`src/rtl/fpga_cfg_loader.sv`:
```
// fpga_cfg_loader: streams the fabric configuration bitstream into the fpga
// core one frame at a time, then waits a settle period before enabling the
// fabric flip-flops and reporting rdy.
// Optional build macro CFG_PARITY_EN adds an even-parity input (cfg_parity)
// that is checked on every accepted word.
module fpga_cfg_loader #(
   parameter int CFG_W         = 384,
   parameter int NUM_FRAMES    = 267,
   parameter int SETTLE_CYCLES = 10,
   parameter int CNT_W         = 9
) (
   input  logic                  clock,
   input  logic                  rst,
   input  logic                  start,
   input  logic [CFG_W-1:0]      cfg_data,
   input  logic                  cfg_valid,
   input  logic                  cfg_last,
`ifdef CFG_PARITY_EN
   input  logic                  cfg_parity,
`endif
   output logic                  cfg_ready,
   output logic [CFG_W-1:0]      configs_in,
   output logic [NUM_FRAMES-1:0] configs_en,
   output logic                  ff_en,
   output logic                  rdy,
   output logic                  busy,
   output logic [CNT_W-1:0]      frame_cnt,
   output logic                  err
);

   // Settle counter is sized so it never collapses to zero width.
   localparam int               SET_W      = $clog2(SETTLE_CYCLES + 2);
   localparam logic [SET_W-1:0] SET_LAST   = SET_W'((SETTLE_CYCLES > 0) ? SETTLE_CYCLES - 1 : 0);
   localparam logic [CNT_W-1:0] FRAME_LAST = CNT_W'(NUM_FRAMES - 1);
   localparam logic [NUM_FRAMES-1:0] EN_ONE = {{(NUM_FRAMES-1){1'b0}}, 1'b1};

   typedef enum logic [2:0] {
      S_IDLE,
      S_LOAD,
      S_WRITE,
      S_SETTLE,
      S_ENABLE,
      S_DONE
   } state_t;

   state_t           state_q;
   state_t           state_d;
   logic             last_q;
   logic [SET_W-1:0] settle_cnt;
   logic             accept;
   logic             parity_ok;
   logic             start_ok;
   logic             err_set;

`ifdef CFG_PARITY_EN
   assign parity_ok = (cfg_parity == ^cfg_data);
`else
   assign parity_ok = 1'b1;
`endif

   // State register.
   always_ff @(posedge clock or negedge rst) begin
      if (!rst) state_q <= S_IDLE;
      else      state_q <= state_d;
   end

   // Next-state logic, handshake and framing decisions.
   always_comb begin
      state_d   = state_q;
      cfg_ready = 1'b0;
      busy      = 1'b0;
      accept    = 1'b0;
      start_ok  = 1'b0;
      err_set   = 1'b0;
      case (state_q)
         S_IDLE: begin
            if (start) begin
               start_ok = 1'b1;
               state_d  = S_LOAD;
            end
         end
         S_LOAD: begin
            cfg_ready = 1'b1;
            busy      = 1'b1;
            if (cfg_valid) begin
               accept = 1'b1;
               if (parity_ok) begin
                  state_d = S_WRITE;
               end else begin
                  // A corrupted word is never written into the fabric.
                  err_set = 1'b1;
                  state_d = S_IDLE;
               end
            end
         end
         S_WRITE: begin
            busy = 1'b1;
            if (last_q && (frame_cnt == FRAME_LAST)) begin
               if (SETTLE_CYCLES == 0) state_d = S_ENABLE;
               else                    state_d = S_SETTLE;
            end else if (last_q || (frame_cnt == FRAME_LAST)) begin
               // Early last or missing last: abandon with fabric disabled.
               err_set = 1'b1;
               state_d = S_IDLE;
            end else begin
               state_d = S_LOAD;
            end
         end
         S_SETTLE: begin
            busy = 1'b1;
            if (settle_cnt == SET_LAST) state_d = S_ENABLE;
         end
         S_ENABLE: begin
            state_d = S_DONE;
         end
         S_DONE: begin
            if (start) begin
               start_ok = 1'b1;
               state_d  = S_LOAD;
            end
         end
         default: state_d = S_IDLE;
      endcase
   end

   // Word capture, frame strobe, counters and status flags.
   always_ff @(posedge clock or negedge rst) begin
      if (!rst) begin
         configs_in <= '0;
         configs_en <= '0;
         last_q     <= 1'b0;
         frame_cnt  <= '0;
         settle_cnt <= '0;
         err        <= 1'b0;
         ff_en      <= 1'b0;
         rdy        <= 1'b0;
      end else begin
         // Strobe is raised only for the single WRITE cycle after an accept.
         if (accept && parity_ok) configs_en <= EN_ONE << frame_cnt;
         else                     configs_en <= '0;

         if (accept) begin
            configs_in <= cfg_data;
            last_q     <= cfg_last;
         end

         if (start_ok)                frame_cnt <= '0;
         else if (state_q == S_WRITE) frame_cnt <= frame_cnt + CNT_W'(1);

         if (state_q == S_SETTLE) settle_cnt <= settle_cnt + SET_W'(1);
         else                     settle_cnt <= '0;

         if (start_ok)     err <= 1'b0;
         else if (err_set) err <= 1'b1;

         // Registered from the next state so ff_en leads rdy by one cycle
         // and both drop on the edge that accepts a reconfiguration start.
         ff_en <= (state_d == S_ENABLE) || (state_d == S_DONE);
         rdy   <= (state_d == S_DONE);
      end
   end

endmodule

```
`config.mk`:
```
export PLATFORM = sky130hd
export DESIGN_NAME = fpga_cfg_loader
export DESIGN_NICKNAME = d
export VERILOG_FILES = /design/src/rtl/fpga_cfg_loader.sv
export SDC_FILE = /design/constraint.sdc
export NUM_CORES = 1
export LEC_CHECK = 0
export CAP_MARGIN = 10
export CELL_PAD_IN_SITES_DETAIL_PLACEMENT = 1
export CELL_PAD_IN_SITES_GLOBAL_PLACEMENT = 2
export CORE_AREA = 2 2 406 408
export CTS_BUF_LIST = sky130_fd_sc_hd__clkbuf_4 sky130_fd_sc_hd__clkbuf_8
export DETAILED_ROUTE_END_ITERATION = 10
export DIE_AREA = 0 0 408 410
export PLACE_DENSITY = 0.53
export SLEW_MARGIN = 10
export SYNTH_ARGS = -nofsm -noshare
export SYNTH_HDL_FRONTEND = slang
export SYNTH_SLANG_ARGS = --single-unit
export TNS_END_PERCENT = 5
```
`constraint.sdc`:
```
create_clock -name clock -period 2.8 [get_ports clock]
set_clock_uncertainty 0.2 [all_clocks]
set_input_delay 0.56 -clock clock [delete_from_list [all_inputs] [get_ports clock]]
set_output_delay 0.56 -clock clock [all_outputs]
set_load 0.05 [all_outputs]
```
==> results.yml, run 1 <==
timing:
  fin_setup_tns_ns: 0
  rsz0062_at_grt: "no"
  hold_violations: 0
  setup_viol_count_final: 0
  fin_crit_sh: 0.938
  tightest_slew_ns: 0.713
  finalCriticalPeriod_ns: 2.63
  slew_headroom: 0.526
  max_clock_freq_ghz: 0.381
  maxSlewViolCount: 0
worst_setup_path:
  cpMaxStageDelayCell: "dlygate4sd2_1"
  critical_path_class: "reg2out"
  ff2ff_setup_slack_ns: 0.36
  reg2reg_to: "state_q[0]"
  r2r-start: "frame_cnt[0]"
  critPathMaxFanout: 2
  cp.arrival_ns: 1.87
  critPathMaxStageDelay_ns: 0.56
  startpoint_type: "register"
  required_ns: 2.04
  worst_r2r_path_depth: 9
  path_buf_inv: 1
  critPathTopFamily: "buffers and inverters"
  end_kind: "primary output"
  cp_cell_sequence: "dlygate4sd2_1"
min_path:
  hold_depth: 3
  hp-class: "in2reg"
  holdPathEnd: "configs_in[33]"
  worstHoldStart: "cfg_data[33]"
power:
  max-vdd-ir-drop_v: 0.000500
  p_total_mw: 47.5
  powerDensity_mw_per_mm2: 1090
  leakage_nw: 22.4
cts:
  postCtsSetupRepairBufs: 0
  path_clk_slew_ns: 0.05
  cts_root_buffer: "clkbuf_8"
  htree_levels: 4
  cts_tree: "done"
  cts_buffers: 142
  clk_latency_ns: 0.84
  clockBufferDepth: 3
  clkSinkCount: 671
synthesis:
  synth_top_area_cell: "dfrtp_1"
  yosys_warnings: 0
  synth_area_leaders: "dfrtp_1, nand2_1, nor2_1"
  netlist.area_leader.share: 0.706
  synth_area_mm2: 0.0238
  async_reset_ff_frac: 1.00
  synth-edff-count: 0
  syn_area_per_cell_um2: 9.92
  synth_seq_area_share: 0.706
  ys_seq_elements: 671
  synth.distinct_cells: 41
  netlist_instances: 2397
  syn_nets: 2795
  ys.flop_type: "dfrtp_1"
routing:
  drtIter0Drc: 894
  wirelength_um: 126000
  vias_per_cell: 3.60
  wire_per_inst_um: 20.2
  dr.pass1.iters: 4
  vias: 22410
  route.detailed.drc: 0
  ant_nets: 0
placed_design:
  portBuffers: 1053
  hpwlAfterDp_um: 94200
  gp_congestion: 0.789
finish:
  final_common_cell: "nand2_1"
  drive_gt1_frac: 0.0985
  layout_common_cells: "nand2_1, dfrtp_1, dlygate4sd2_1"
  layout.nets: 4319
  utilization: 0.266
  area_growth_pct: 83.0
floorplanning:
  fp-row-count: 149
  die_w_um: 408
  die_h_um: 410
  core_mm2: 0.163
  io_pins: 1054
  die_area_mm2: 0.167
  initial_core_util: 0.145
global_routing:
  grt_pass1_wl_um: 180000
  grt.overflow.total: 0
  grt.total_usage: 0.148
  grt_pass1_vias: 24875
  antenna_found_initial: 21
  grt_max_degree: 75
run:
  drv_cap: 0
status:
  status: "finished, final reports clean"
## power by group
part | switching (mW) | total, mW | internal [mW]
Clock | 4.81 | 11.5 | 6.70
Combinational | 16.6 | 22.1 | 5.46
Sequential | 1.50 | 13.9 | 12.4
Total | 22.9 | 47.5 | 24.6
## synthesized netlist by cell type (all sizes together) (3+ instances only)
| cell | n |
|---|---|
| a22o | 3 |
| nand3 | 18 |
| o31ai | 4 |
| buf | 49 |
| o21bai | 3 |
| nor3 | 17 |
| or3 | 5 |
| nor2b | 8 |
| inv | 9 |
| nand4 | 9 |
| clkbuf | 85 |
| nand2 | 1189 |
| a21oi | 6 |
| nor2 | 261 |
| or4 | 9 |
| ha | 9 |
| o21ai | 9 |
| or3b | 3 |
| nand2b | 6 |
| dfrtp | 671 |
## cell type report
class	count	area [µm²]
Timing Repair Buffer	1514	14500
Multi-Input combinational cell	1583	6390
Clock buffer	220	2750
Tap cell	2189	2740
Sequential cell	671	16800
Antenna cell	9	22.5
Inverter	9	33.8
Fill cell	18977	120000
Clock inverter	25	312
## logic make-up (layout without fill, tap and decap cells)
logic type | after synthesis | after routing | synth area share
adders and majority gates | 9 | 9 | 0.00474
buffers and inverters | 143 | 1768 | 0.0256
AOI/OAI and AO/OA | 29 | 29 | 0.00790
and+or+nand+nor | 1542 | 1542 | 0.254
other | 0 | 9 | 0
DFF | 671 | 671 | 0.706
xor gates and xnor gates | 3 | 3 | 0.00111
## per-layer routing
layer,routed length [µm],GRT usage,share of wire,vias to the layer above
met5,101,0,0.00080,-
met3,8050,0.0440,0.064,241
met4,5750,0.0720,0.046,16
met1,48400,0.166,0.39,11025
met2,63200,0.257,0.50,723
li1,-,-,-,10405
## how the worst max path moves through the flow
stage | end | startpoint | slack, ns | depth (start not counted)
after floorplan | cfg_ready | state_q[0] | 0.14 | 3
after global placement | configs_in[127] | cfg_valid | 0.18 | 6
after detailed placement | configs_en[237] | cfg_valid | 0.15 | 5
after CTS | configs_in[376] | configs_in[376] | 0.0004 | 1
after global routing | configs_in[11] | configs_in[11] | 0.05 | 1
final | configs_in[138] | configs_in[138] | 0.17 | 1
## sequential cells by signal, summed over array words and instances, names as in the netlist
| register | count |
|---|---|
| configs_en | 267 |
| configs_in | 384 |
| err | 1 |
| ff_en | 1 |
| frame_cnt | 9 |
| last_q | 1 |
| rdy | 1 |
| settle_cnt | 4 |
| state_q | 3 |
## through the flow
stage | worst slack, ns | instances | hold slack (ns) | cell area, µm²
floorplan | 0.144 | 2397 | 0.0644 | 23800
global placement | 0.176 | 5603 | 0.257 | 37500
detailed placement | 0.146 | 5603 | 0.261 | 37500
CTS | 0.000383 | 6211 | 0.0000799 | 43500
global route | 0.0452 | 6220 | 0.0642 | 43500
finish | 0.173 | 6220 | 0.131 | 43500
## what timing repair did
item | in CTS | in global routing
hold endpoints to repair | 901 | 0
gates resized for setup | 644 | 0
setup endpoints to repair | 631 | 0
hold buffers | 363 | 0
## worst min-delay path, delay by kind of cell
family | cells | cell delay, ns
buf+inv | 1 | 0.40
simple gates | 2 | 0.14
Power figures use the tool's default switching activity.
==> inputs of run 2 (changes only) <==
--- a/config.mk
+++ b/config.mk
@@ -8,11 +8,11 @@
 export CAP_MARGIN = 10
 export CELL_PAD_IN_SITES_DETAIL_PLACEMENT = 1
 export CELL_PAD_IN_SITES_GLOBAL_PLACEMENT = 2
-export CORE_AREA = 2 2 406 408
+export CORE_AREA = 2 2 408 410
 export CTS_BUF_LIST = sky130_fd_sc_hd__clkbuf_4 sky130_fd_sc_hd__clkbuf_8
 export DETAILED_ROUTE_END_ITERATION = 10
-export DIE_AREA = 0 0 408 410
-export PLACE_DENSITY = 0.53
+export DIE_AREA = 0 0 410 412
+export PLACE_DENSITY = 0.54
 export SLEW_MARGIN = 10
 export SYNTH_ARGS = -nofsm -noshare
 export SYNTH_HDL_FRONTEND = slang
==> constraint.sdc (replaced) <==
create_clock -name clock -period 2.2 [get_ports clock]
set_clock_uncertainty 0.2 [all_clocks]
set_input_delay 0.22 -clock clock [delete_from_list [all_inputs] [get_ports clock]]
set_output_delay 0.22 -clock clock [all_outputs]
set_load 0.05 [all_outputs]
==> run 2 against run 1 <==
Effect of this change:
- routed wire length is 1.7% higher
- register-to-register slack worse by 0.35 ns
- critical path type unchanged
- final area decreased by 0.88%
- critical path depth rose by 2
- clock power up 23%
- utilization is 0.35 points lower
- cell count rose by 1.4%
==> results.yml, run 2 (synthesis results as in run 1) <==
floorplanning:
  initial_core_util: 0.145
  core_mm2: 0.164
  die_h_um: 412
  io_pins: 1054
  fp-row-count: 149
  die_w_um: 410
  die_area_mm2: 0.169
worst_setup_path:
  end_kind: "primary output"
  startpoint_type: "register"
  critPathMaxFanout: 3
  r2r-start: "frame_cnt[0]"
  required_ns: 1.78
  cp.arrival_ns: 1.78
  ff2ff_setup_slack_ns: 0.01
  reg2reg_to: "state_q[0]"
  critical_path_class: "reg2out"
  worst_r2r_path_depth: 9
cts:
  htree_levels: 4
  clk_latency_ns: 0.88
  cts_tree: "done"
  cts_buffers: 138
  clockBufferDepth: 3
  path_clk_slew_ns: 0.05
  cts_root_buffer: "clkbuf_8"
  clkSinkCount: 671
finish:
  final-seq-area_mm2: 0.0168
  layout_common_cells: "nand2_1, dfrtp_1, dlygate4sd3_1"
  drive_gt1_frac: 0.268
  largest_register_ff_count: 384
  multiInputGateArea_mm2: 0.00646
  layout.nets: 4408
  fillers: 19037
  final_cell_count_no_fill: 6309
  top_register: "configs_in"
  top_regs: "configs_in: 384 flops, configs_en: 267 flops, frame_cnt: 9 flops"
  final_common_cell: "nand2_1"
  area_growth_pct: 81.4
  final_area_mm2: 0.0431
routing:
  drtIter0Drc: 994
  ant_nets: 0
  dr.pass1.iters: 4
  wire_per_inst_um: 20.2
  vias: 22574
  vias_per_cell: 3.58
  route.detailed.drc: 0
  wirelength_um: 128000
placed_design:
  portBuffers: 1053
  gp_congestion: 0.777
  dp_cells: 5664
  hpwlAfterDp_um: 97800
  post_dp_cell_area_mm2: 0.0380
timing:
  hold_violations: 0
  fin_crit_sh: 1.00
  tightest_slew_ns: 0.542
  whs_ns: 0.222
  rsz0062_at_grt: "yes"
  slew_headroom: 0.638
  setup_viol_count_final: 0
  max_clock_freq_ghz: 0.455
  maxSlewViolCount: 0
  finalCriticalPeriod_ns: 2.20
status:
  status: "finished, final reports clean"
min_path:
  holdPathEnd: "configs_in[323]"
  worstHoldStart: "cfg_data[323]"
  hold_depth: 4
  hp-class: "in2reg"
global_routing:
  antenna_found_initial: 19
  grt_pass1_vias: 24916
  grt.total_usage: 0.148
  grt_max_degree: 67
  grt.overflow.total: 0
  grt_pass1_wl_um: 182000
power:
  max-vdd-ir-drop_v: 0.000593
  p_total_mw: 61.1
  leakage_nw: 21.3
  powerDensity_mw_per_mm2: 1420
run:
  drv_cap: 0
[run 2: cell types whose count changed in the layout (fill, tap and decap cells not counted), moves of 6 or more]
cell	change
buf_2	+81
clkbuf_2	+348
buf_4	+110
buf_6	+6
clkdlybuf4s15_2	+114
dfrtp_1	-9
dlygate4sd3_1	+27
dlygate4sd2_1	-623
buf_12	+17
clkdlybuf4s18_2	+10
dfrtp_2	+9
[run 2: timing repair]
action                                 4_1_cts  5_1_grt
hold buffers                               390        0
buffers inserted                             4        1
endpoints found under the hold margin     1063        0
gates resized for setup                   1157      730
pin swaps                                    1        3
setup endpoints to repair                  604      384
[run 2: per-layer routing]
metal	track usage	routed length, µm	share of wire	vias to the layer above
met2	0.265	66200	0.52	629
met1	0.169	50300	0.39	11164
met3	0.0453	7820	0.061	180
met4	0.0442	3240	0.025	12
li1	-	-	-	10589
met5	0	84	0.00066	-
[run 2: how the worst max path moves through the flow]
stage | end | cells past startpoint | start | slack [ns]
global placement | configs_en[178] | 5 | cfg_valid | -0.11
global route | cfg_ready | 3 | state_q[2] | -0.16
floorplan | configs_en[7] | 6 | frame_cnt[1] | -0.11
detailed placement | configs_en[182] | 5 | cfg_valid | -0.17
finish | cfg_ready | 3 | state_q[2] | 0.001
CTS | cfg_ready | 3 | state_q[2] | -0.17
[run 2: area by class of cell]
class                   instances  area share
diodes                         12    0.000697
clock buffers                 210      0.0614
clock inverters                28     0.00702
inverters                       9    0.000784
multi-input cells            1583       0.150
flip-flops and latches        671       0.390
well taps                    2189      0.0635
repair buffers               1607       0.327
[run 2: metrics by stage]
stage	setup slack, ns	TNS [ns]	util
4_1_cts	-0.167	-43.15	0.270
5_1_grt	-0.161	-0.617	0.262
6_report	0.000960	0	0.262
3_3_place_gp	-0.113	-13.86	0.231
2_1_floorplan	-0.112	-0.726	-
3_5_place_dp	-0.173	-25.37	0.231
[run 2: where the power goes]
part | internal [mW] | switching [mW] | leakage, nW
sequential | 15.8 | 2.07 | 8.75
combinational | 7.67 | 21.4 | 11.0
clock | 8.14 | 6.05 | 1.55
total | 31.6 | 29.5 | 21.3
[run 2: worst max-delay path, cell delays in order, from the launching register on]
cell,delay (ns)
dfrtp_1,0.38
buf_6,0.13
nor3b_4,0.24
buf_12,0.17
